## config.mk

```make
export PLATFORM = sky130hd
export DESIGN_NAME = i2c_seq
export DESIGN_NICKNAME = d
export VERILOG_FILES = /design/src/rtl/i2c_seq_pkg.sv /design/src/rtl/i2c_strobe_gen.sv /design/src/rtl/i2c_seq.sv
export SDC_FILE = /design/constraint.sdc
export NUM_CORES = 1
export LEC_CHECK = 0
export CAP_MARGIN = 15
export CORE_AREA = 2 2 167 169
export CTS_CLUSTER_DIAMETER = 80
export DETAILED_ROUTE_END_ITERATION = 10
export DIE_AREA = 0 0 169 171
export PLACE_DENSITY = 0.79
export SLEW_MARGIN = 20
export SYNTH_ARGS = -nofsm -noshare
export SYNTH_HDL_FRONTEND = slang
export SYNTH_SLANG_ARGS = --single-unit
```

## constraint.sdc

```tcl
create_clock -name clk -period 1.6 [get_ports clk]
set_input_delay 0.48 -clock clk [delete_from_list [all_inputs] [get_ports clk]]
set_output_delay 0.48 -clock clk [all_outputs]
set_load 0.01 [all_outputs]
```

## src/rtl/i2c_seq_pkg.sv

```systemverilog
// Shared types and constants for the I2C command sequencer: FSM states,
// command-entry field layout and controller transfer lengths.
package i2c_seq_pkg;

    typedef enum logic [2:0] {
        ST_IDLE,
        ST_LOAD,
        ST_ISSUE,
        ST_WAIT,
        ST_CHECK,
        ST_NEXT
    } state_e;

    // Command entry layout: {last, rdwr, reg_addr[7:0], wrdata[7:0]}
    localparam int CMD_W        = 18;
    localparam int CMD_LAST_BIT = 17;
    localparam int CMD_RDWR_BIT = 16;
    localparam int CMD_ADDR_LSB = 8;
    localparam int CMD_DATA_LSB = 0;

    localparam logic [4:0] REG_LEN_WR = 5'd3;
    localparam logic [4:0] REG_LEN_RD = 5'd2;

    function automatic logic [4:0] reg_len_for(input logic rdwr);
        return rdwr ? REG_LEN_RD : REG_LEN_WR;
    endfunction

endpackage

```

## src/rtl/i2c_strobe_gen.sv

```systemverilog
// Free-running divider: one-clk strobe every CLK_DIV clks, counting from reset.
module i2c_strobe_gen #(
    parameter int CLK_DIV = 250
) (
    input  logic clk,
    input  logic arst_n,
    output logic strobe
);

    logic [15:0] cnt_q, cnt_d;
    logic        strobe_q, strobe_d;

    always_comb begin
        strobe_d = (cnt_q == 16'(CLK_DIV - 1));
        cnt_d    = strobe_d ? 16'd0 : cnt_q + 16'd1;
    end

    always_ff @(posedge clk or negedge arst_n) begin
        if (!arst_n) begin
            cnt_q    <= 16'd0;
            strobe_q <= 1'b0;
        end else begin
            cnt_q    <= cnt_d;
            strobe_q <= strobe_d;
        end
    end

    assign strobe = strobe_q;

endmodule

```

## src/rtl/i2c_seq.sv

```systemverilog
// I2C command sequencer: walks a register-table of write/read commands and
// drives an external I2C register controller. Define I2C_SEQ_RETRY_EN to
// retry NACKed commands up to MAX_RETRY times instead of aborting.
module i2c_seq
    import i2c_seq_pkg::*;
#(
    parameter int CLK_DIV   = 250,
    parameter int N_CMDS    = 16,
    parameter int MAX_RETRY = 3,
    localparam int IDX_W    = $clog2(N_CMDS)
) (
    input  logic             clk,
    input  logic             arst_n,
    input  logic             cmd_we,
    input  logic [IDX_W-1:0] cmd_idx,
    input  logic [17:0]      cmd_wdata,
    input  logic [6:0]       dev_addr,
    input  logic             start,
    output logic             busy,
    output logic             done,
    output logic             error,
    output logic             rd_valid,
    output logic [IDX_W-1:0] rd_idx,
    output logic [7:0]       rd_data,
    output logic             i2c_strobe,
    output logic             i2c_enable,
    output logic [6:0]       i2c_addr,
    output logic             reg_rdwr,
    output logic [7:0]       reg_addr,
    output logic [4:0]       reg_len,
    output logic [7:0]       reg_wrdata,
    input  logic             reg_done,
    input  logic             i2c_ack,
    input  logic             i2c_read_done,
    input  logic [7:0]       reg_rddata,
    output state_e           dbg_state
);

    logic [CMD_W-1:0] table_q [N_CMDS];
    logic [CMD_W-1:0] entry;

    state_e           state_q, state_d;
    logic [IDX_W-1:0] idx_q, idx_d, rd_idx_q, rd_idx_d;
    logic [7:0]       retry_q, retry_d, rd_data_q, rd_data_d;
    logic [7:0]       reg_addr_q, reg_addr_d, reg_wrdata_q, reg_wrdata_d;
    logic [6:0]       i2c_addr_q, i2c_addr_d;
    logic [4:0]       reg_len_q, reg_len_d;
    logic             last_q, last_d, reg_rdwr_q, reg_rdwr_d, en_q, en_d;
    logic             busy_q, busy_d, done_q, done_d, error_q, error_d;
    logic             rd_valid_q, rd_valid_d;

    i2c_strobe_gen #(.CLK_DIV(CLK_DIV)) u_strobe (
        .clk    (clk),
        .arst_n (arst_n),
        .strobe (i2c_strobe)
    );

    // Table is deliberately unreset so a reset does not wipe the program.
    always_ff @(posedge clk) begin
        if (cmd_we) table_q[cmd_idx] <= cmd_wdata;
    end

    assign entry = table_q[idx_q];

    always_comb begin
        state_d      = state_q;
        idx_d        = idx_q;
        retry_d      = retry_q;
        last_d       = last_q;
        i2c_addr_d   = i2c_addr_q;
        reg_rdwr_d   = reg_rdwr_q;
        reg_addr_d   = reg_addr_q;
        reg_wrdata_d = reg_wrdata_q;
        reg_len_d    = reg_len_q;
        en_d         = en_q;
        rd_idx_d     = rd_idx_q;
        rd_data_d    = rd_data_q;
        done_d       = 1'b0;
        error_d      = 1'b0;
        rd_valid_d   = 1'b0;
        case (state_q)
            ST_IDLE: begin
                if (start) begin
                    idx_d      = '0;
                    retry_d    = 8'd0;
                    i2c_addr_d = dev_addr;
                    state_d    = ST_LOAD;
                end
            end
            ST_LOAD: begin
                reg_rdwr_d   = entry[CMD_RDWR_BIT];
                reg_addr_d   = entry[CMD_ADDR_LSB +: 8];
                reg_wrdata_d = entry[CMD_DATA_LSB +: 8];
                reg_len_d    = reg_len_for(entry[CMD_RDWR_BIT]);
                last_d       = entry[CMD_LAST_BIT];
                en_d         = !reg_done;
                state_d      = ST_ISSUE;
            end
            ST_ISSUE: begin
                // A lingering reg_done from the previous command must clear
                // before launching, or the controller could fire twice.
                if (!en_q) begin
                    en_d = !reg_done;
                end else if (i2c_strobe) begin
                    en_d    = 1'b0;
                    state_d = ST_WAIT;
                end
            end
            ST_WAIT: begin
                if (reg_done && !en_q) state_d = ST_CHECK;
            end
            ST_CHECK: begin
                if (!i2c_ack) begin
                    if (reg_rdwr_q) begin
                        rd_valid_d = 1'b1;
                        rd_idx_d   = idx_q;
                        rd_data_d  = reg_rddata;
                    end
                    state_d = ST_NEXT;
                end else begin
`ifdef I2C_SEQ_RETRY_EN
                    if (retry_q < 8'(MAX_RETRY)) begin
                        retry_d = retry_q + 8'd1;
                        state_d = ST_LOAD;
                    end else begin
                        error_d = 1'b1;
                        state_d = ST_IDLE;
                    end
`else
                    error_d = 1'b1;
                    state_d = ST_IDLE;
`endif
                end
            end
            ST_NEXT: begin
                retry_d = 8'd0;
                if (last_q || idx_q == IDX_W'(N_CMDS - 1)) begin
                    done_d  = 1'b1;
                    state_d = ST_IDLE;
                end else begin
                    idx_d   = idx_q + 1'b1;
                    state_d = ST_LOAD;
                end
            end
            default: state_d = ST_IDLE;
        endcase
        busy_d = (state_d != ST_IDLE);
    end

    always_ff @(posedge clk or negedge arst_n) begin
        if (!arst_n) begin
            state_q      <= ST_IDLE;
            idx_q        <= '0;
            retry_q      <= 8'd0;
            last_q       <= 1'b0;
            i2c_addr_q   <= 7'd0;
            reg_rdwr_q   <= 1'b0;
            reg_addr_q   <= 8'd0;
            reg_wrdata_q <= 8'd0;
            reg_len_q    <= 5'd0;
            en_q         <= 1'b0;
            rd_idx_q     <= '0;
            rd_data_q    <= 8'd0;
            busy_q       <= 1'b0;
            done_q       <= 1'b0;
            error_q      <= 1'b0;
            rd_valid_q   <= 1'b0;
        end else begin
            state_q      <= state_d;
            idx_q        <= idx_d;
            retry_q      <= retry_d;
            last_q       <= last_d;
            i2c_addr_q   <= i2c_addr_d;
            reg_rdwr_q   <= reg_rdwr_d;
            reg_addr_q   <= reg_addr_d;
            reg_wrdata_q <= reg_wrdata_d;
            reg_len_q    <= reg_len_d;
            en_q         <= en_d;
            rd_idx_q     <= rd_idx_d;
            rd_data_q    <= rd_data_d;
            busy_q       <= busy_d;
            done_q       <= done_d;
            error_q      <= error_d;
            rd_valid_q   <= rd_valid_d;
        end
    end

    assign busy       = busy_q;
    assign done       = done_q;
    assign error      = error_q;
    assign rd_valid   = rd_valid_q;
    assign rd_idx     = rd_idx_q;
    assign rd_data    = rd_data_q;
    assign i2c_enable = en_q;
    assign i2c_addr   = i2c_addr_q;
    assign reg_rdwr   = reg_rdwr_q;
    assign reg_addr   = reg_addr_q;
    assign reg_len    = reg_len_q;
    assign reg_wrdata = reg_wrdata_q;
    assign dbg_state  = state_q;

endmodule

```

==> results of run 1 <==
## sequential cells by signal, summed over array words and instances (netlist names)
| name | cells |
|---|---|
| u_strobe.cnt_q | 16 |
| reg_rdwr | 1 |
| i2c_addr | 7 |
| rd_data | 8 |
| u_strobe.strobe | 1 |
| done | 1 |
| rd_valid | 1 |
| i2c_enable | 1 |
| reg_wrdata | 8 |
| idx_q | 4 |
| reg_addr | 8 |
| busy | 1 |
| reg_len | 2 |
| error | 1 |
| table_q | 288 |
| rd_idx | 4 |
| last_q | 1 |
| dbg_state | 3 |
## stage by stage
| step | power [mW] | area (µm²) | hold WS [ns] |
|---|---|---|---|
| floorplan | 15.02 | 14020 | 0.1844 |
| CTS | 26.31 | 17610 | 0.4126 |
| global route | 27.66 | 17860 | 0.4397 |
| global placement | 17.32 | 16260 | 0.4022 |
| detailed placement | 17.47 | 16260 | 0.4115 |
| finish | 26.64 | 17860 | 0.4094 |
## timing repair
action,CTS,global route
hold endpoints to repair,17,0
endpoints found under the setup margin,72,98
setup buffers,17,10
gates cloned,1,3
gates resized for setup,246,29
hold buffers,1,0
pin swaps,12,8
## worst max-delay path by stage
stage,from,end,slack (ns),cells past startpoint
2_1_floorplan,cmd_idx[2],table_q[0][0],-0.26,2
3_3_place_gp,cmd_idx[2],table_q[2][16],-0.51,5
3_5_place_dp,cmd_idx[2],table_q[3][10],-0.53,5
4_1_cts,idx_q[0],reg_wrdata[7],-0.30,6
5_1_grt,idx_q[0],reg_wrdata[1],-0.38,6
6_report,idx_q[0],reg_wrdata[6],-0.35,6
## power by group
part           internal [mW]  switching, mW  total (mW)
clock network           4.65           3.56        8.20
logic                   4.16           3.27        7.43
registers               10.6          0.414        11.0
total                   19.4           7.24        26.6
## cell families after synthesis
| logic type | synth area share [%] |
|---|---|
| adder cells (fa/ha/maj) | 0.2698 |
| flip-flops | 74.40 |
| other | 0.02695 |
| AO/OA/AOI/OAI | 2.671 |
| buffers and inverters | 1.799 |
| multiplexers | 15.52 |
| AND/OR/NAND/NOR | 4.371 |
| XOR/XNOR | 0.9444 |
## cell usage after synthesis (2+ instances only)
cell type | number | area (µm²)
o21ai_1 | 15 | 75.07
nand3_1 | 12 | 60.06
a31oi_1 | 4 | 25.02
buf_2 | 11 | 55.05
a21oi_1 | 4 | 20.02
and3_1 | 5 | 31.28
mux4_1 | 27 | 709.4
o22ai_1 | 2 | 12.51
nor3_1 | 11 | 55.05
a211oi_1 | 2 | 15.01
o211ai_1 | 2 | 15.01
edfxtp_1 | 288 | 8648
buf_8 | 2 | 30.03
buf_6 | 3 | 33.78
dfrtp_1 | 68 | 1702
mux4_2 | 40 | 900.9
a22oi_1 | 16 | 120.1
mux2i_1 | 20 | 200.2
or3b_2 | 2 | 17.52
buf_4 | 7 | 52.55
inv_1 | 5 | 18.77
clkbuf_1 | 14 | 52.55
xnor2_1 | 9 | 78.83
nand4_1 | 4 | 25.02
o21ai_0 | 9 | 45.04
or3_1 | 2 | 12.51
xor2_1 | 6 | 52.55
mux2_2 | 31 | 349.1
nand3b_1 | 3 | 22.52
nand2b_1 | 5 | 31.28
nand2_1 | 35 | 131.4
nor2b_1 | 5 | 31.28
nor2_1 | 33 | 123.9
ha_1 | 3 | 37.54
## cells in the final DEF (no fill, tap or decap), drive strengths merged, types with 3 or more instances in the layout
cell / Yosys / routed
edfxtp: 288 / 288
buf: 24 / 178
dfrtp: 68 / 68
mux4: 67 / 67
clkbuf: 14 / 48
clkdlybuf4s50: 0 / 38
nand2: 35 / 35
nor2: 34 / 34
mux2: 31 / 31
o21ai: 24 / 24
mux2i: 20 / 20
clkinv: 1 / 17
a22oi: 16 / 16
nand3: 12 / 12
nor3: 11 / 11
xnor2: 9 / 9
inv: 5 / 9
xor2: 6 / 6
nor2b: 5 / 5
nand2b: 5 / 5
and3: 5 / 5
nand4: 4 / 4
a21oi: 4 / 4
a31oi: 4 / 4
nand3b: 3 / 3
conb: 1 / 3
dlymetal6s2s: 0 / 3
ha: 3 / 3
## per-layer routing
metal	vias up	track usage, %	wire [µm]
met2	323	37.54	16600
met5	-	0	0
met1	4025	27.85	12450
li1	3327	-	-
met3	58	3.470	1890
met4	0	7.692	831
## cell type report
class                   instances  area [µm²]  area share [%]
flip-flops and latches        356       10360           57.99
well taps                     346       432.9           2.424
clock inverters                24       206.4           1.156
clock buffers                  44       952.2           5.331
inverters                       6       22.52          0.1261
multi-input cells             322        3598           20.15
repair buffers                224        2290           12.82
==> metrics, run 1 <==
worst-path cell chain buf_12 -> clkbuf_16 -> mux4_2 -> mux2_4 -> a22oi_2 -> o21ai_1; RePlAce Congestion 0.7877; Reg2Reg Setup Slack -0.35 ns; DR vias 7733; largest net degree at the start of global routing 31; Cell variety after synth 49; outcome finished, violations left; RR Startpoint idx_q[0]; number of global-route vias before repair 7847; Max Transition Viols Final 0; max_cap viols 0; TritonCTS Sinks 356; DR iter-0 viols 691; Top delay family on crit path multiplexers; register area share after synthesis 74.40%; Nets 994; Leak 6.510 nW; Reg2Reg Depth 6; Post-DRT Antenna Nets 0; ys flop type edfxtp_1; IO Count 94; Root Buffer clkbuf_16; unrepaired setup endpoints after global routing yes; Starting Density 50.92%; Util after Layout 65.36%; Reg clk slew, reported paths 0.06 ns; first-pass GRT wire length 45910 µm; crit start category flop; Worst Skew 0.01909 ns; number of synthesized flops with an enable pin 288; H-tree Lvls 2; worst vdd rail ir drop 1.023 mV; Mean Syn Cell Area 19.32 µm²; share of cells above drive strength 1 39.86%; Tcrit/Tclk final 122.0%; Port-buffer cells 89; dpl hpwl 18480 µm; Crit path largest cell delay 0.50 ns; die width 169 µm; FFs w/ async S/R, synth 19.10%; dpl ws -0.5337 ns; crit path max fanout 6; CTS tree yes; #FFs+latches synth 356; Slew @ Worst Pin 0.5317 ns; kind of critical path reg -> reg; PwrDens 1491 nW/µm²; final WL 31770 µm; Synth Warn # 0; reg-to-reg endpoint reg_wrdata[6]; failing checks setup timing; die area 28900 µm²; Slowest-stage cell, CP mux4_2; fin crit period 1.952 ns; Clk Latency, worst-skew pair 0.54 ns; largest buffer count on any clock path 3; final std cells w/o fill 1322; Core Area 27320 µm²; placed cell count 1225; post-DR wirelength/cell 24.03 µm; cells after synthesis 720; n_diodes 0; DRC viols 0; Fmax 512.2 MHz; GR Overflow Total 0; critical path arrival 2.36 ns; fillers 1777; FP Rows 61; Worst Path Buf+Inv 2; Setup crit end kind flop; initial antenna violation count 0; Hold Path Class in -> async; worst setup margin -0.3522 ns; Sum Neg Setup Slack -5.932 ns; Area Growth Syn to Fin 28.37%; Critical Path RT 2.00 ns; mapped cell area 13910 µm²; Final Hold Vio Count 0; Via density 5.849; total iterations of the first detailed-routing run 5; Slew headroom 64.44%; All-Layer GR Usage 21.58%; Final Setup Violations 25; Die Span Y 171 µm; TritonCTS Buffers 37
Power figures use the tool's default switching activity.
==> inputs of run 2 (changes only) <==
--- a/config.mk
+++ b/config.mk
@@ -6,11 +6,11 @@
 export NUM_CORES = 1
 export LEC_CHECK = 0
 export CAP_MARGIN = 15
-export CORE_AREA = 2 2 167 169
+export CORE_AREA = 2 2 179 181
 export CTS_CLUSTER_DIAMETER = 80
 export DETAILED_ROUTE_END_ITERATION = 10
-export DIE_AREA = 0 0 169 171
-export PLACE_DENSITY = 0.79
+export DIE_AREA = 0 0 181 183
+export PLACE_DENSITY = 0.71
 export SLEW_MARGIN = 20
 export SYNTH_ARGS = -nofsm -noshare
 export SYNTH_HDL_FRONTEND = slang
==> run 2 against run 1 <==
The flow still finishes with violations (setup timing). Setup slack improved by 0.031 ns. Clock-buffer cell count grew 4. Combinational power shrank 1%. Sequential cell count stayed put. First-iteration DRC count fell by 21%. Wire length fell by 3.7%. Design area is 1.1% higher. Global-route usage shrank 3.1 points. Largest cell class unchanged.
==> metrics, run 2 (synthesis results as in run 1) <==
outcome finished, violations left; failing checks setup timing; max_cap viols 0; Nets 996; commonest non-fill, non-tap cell in the layout edfxtp_1; H-tree Lvls 2; crit-path most repeated cell buf_12; share of cells above drive strength 1 39.57%; Clk Latency, worst-skew pair 0.53 ns; Final Setup Violations 29; largest net degree at the start of global routing 27; Via density 5.449; Post-DRT Antenna Nets 0; Crit path largest cell delay 0.49 ns; fillers 2302; Slowest-stage cell, CP dfrtp_4; Area Growth Syn to Fin 29.72%; Setup crit end kind flop; first-pass GRT wire length 46220 µm; dpl ws -0.5085 ns; initial antenna violation count 0; crit start category flop; final std cells w/o fill 1380; Slew headroom 57.74%; GR Overflow Total 0; Fmax 520.5 MHz; Root Buffer clkbuf_16; Hold Path Class in -> async; Die Span Y 183 µm; TritonCTS Sinks 356; Port-buffer cells 89; Tcrit/Tclk final 120.1%; crit path max fanout 5; fin crit period 1.921 ns; n_diodes 0; Worst Path Buf+Inv 3; Top Registers table_q (288), u_strobe.cnt_q (16); WHS 0.4172 ns; commonest cells after routing, fill and taps aside edfxtp_1 (288), buf_4 (76), mux4_2 (66), dfrtp_1 (66), buf_2 (44); Starting Density 44.55%; CP Capture Point reg_wrdata[7]; reg-to-reg endpoint reg_wrdata[7]; Final Hold Vio Count 0; Max Transition Viols Final 0; total iterations of the first detailed-routing run 5; post-DR wirelength/cell 22.17 µm; RePlAce Congestion 0.7662; number of global-route vias before repair 7831; RR Startpoint idx_q[0]; Critical Path Start idx_q[0]; worst setup margin -0.3211 ns; die area 33120 µm²; Worst Skew 0.008187 ns; Util after Layout 57.79%; Reg2Reg Depth 7; FP Rows 65; CTS tree yes; critical path arrival 2.34 ns; Reg2Reg Setup Slack -0.32 ns; kind of critical path reg -> reg; die width 181 µm; dpl hpwl 18610 µm; DR vias 7520; TritonCTS Buffers 37; Leak 6.558 nW; DR iter-0 viols 547; placed cell count 1285; PwrDens 1495 nW/µm²; final WL 30590 µm; Slew @ Worst Pin 0.6319 ns; most flop-heavy register table_q; DRC viols 0; IO Count 94; All-Layer GR Usage 18.52%; Critical Path RT 2.02 ns; worst-path cell chain buf_12 -> buf_8 -> buf_12 -> mux4_2 -> mux2_4 -> a22oi_2 -> o21ai_1; Largest register FFs 288; unrepaired setup endpoints after global routing yes; largest buffer count on any clock path 3; WP depth 7; worst vdd rail ir drop 0.9264 mV; Reg clk slew, reported paths 0.06 ns; Top delay family on crit path multiplexers; Core Area 31230 µm²
[run 2: changes by cell type in the layout (fill, tap and decap cells not counted), sizes merged]
cell | before | now
clkbuf | 48 | 52
buf | 178 | 180
clkinv | 17 | 15
inv | 9 | 7
bufinv | 2 | 3
clkinvlp | 2 | 1
[run 2: cell type report]
type	instances	area [µm²]	area share [%]
Sequential cell	356	10360	57.39
Multi-Input combinational cell	322	3541	19.62
Timing Repair Buffer	226	2379	13.18
Clock buffer	48	1039	5.754
Tap cell	402	503.0	2.787
Clock inverter	20	206.4	1.144
Inverter	6	22.52	0.1248
[run 2: metal layers]
metal / part of all wire (%) / global-route usage, % / vias up
met2: 49 / 30.62 / 303
met1: 42 / 25.02 / 3833
met3: 6.5 / 3.574 / 59
met5: 0 / 0 / -
met4: 2.6 / 6.179 / 0
li1: - / - / 3325
[run 2: what timing repair did]
item | in CTS | in global routing
endpoints found under the hold margin | 22 | 0
setup buffers | 12 | 9
resized for setup | 216 | 45
pin swaps | 2 | 11
hold buffers | 1 | 0
setup endpoints to repair | 71 | 49
gates cloned | 2 | 5
[run 2: worst min path at each step]
stage                       from          end  slack [ns]  cells after the start
after global routing      arst_n  reg_addr[1]        0.44                      2
after floorplan           arst_n         busy        0.18                      0
final                     arst_n  reg_addr[1]        0.42                      2
after detailed placement  arst_n  reg_addr[1]        0.43                      1
after CTS                 arst_n  reg_addr[1]        0.42                      2
after global placement    arst_n  reg_addr[1]        0.43                      1
[run 2: through the flow]
stage,area (µm²),TNS (ns),power [mW]
floorplan,14020,-16.35,15.02
global placement,16460,-130.36,17.56
detailed placement,16460,-132.50,17.64
CTS,17780,-6.762,26.71
global route,18050,-7.228,28.04
finish,18050,-5.617,26.97
[run 2: where the power goes]
group / leakage (nW) / switching, mW / internal (mW) / total, mW
logic: 2.47 / 3.17 / 4.18 / 7.35
clock network: 0.616 / 3.53 / 5.12 / 8.65
registers: 3.47 / 0.387 / 10.6 / 11.0
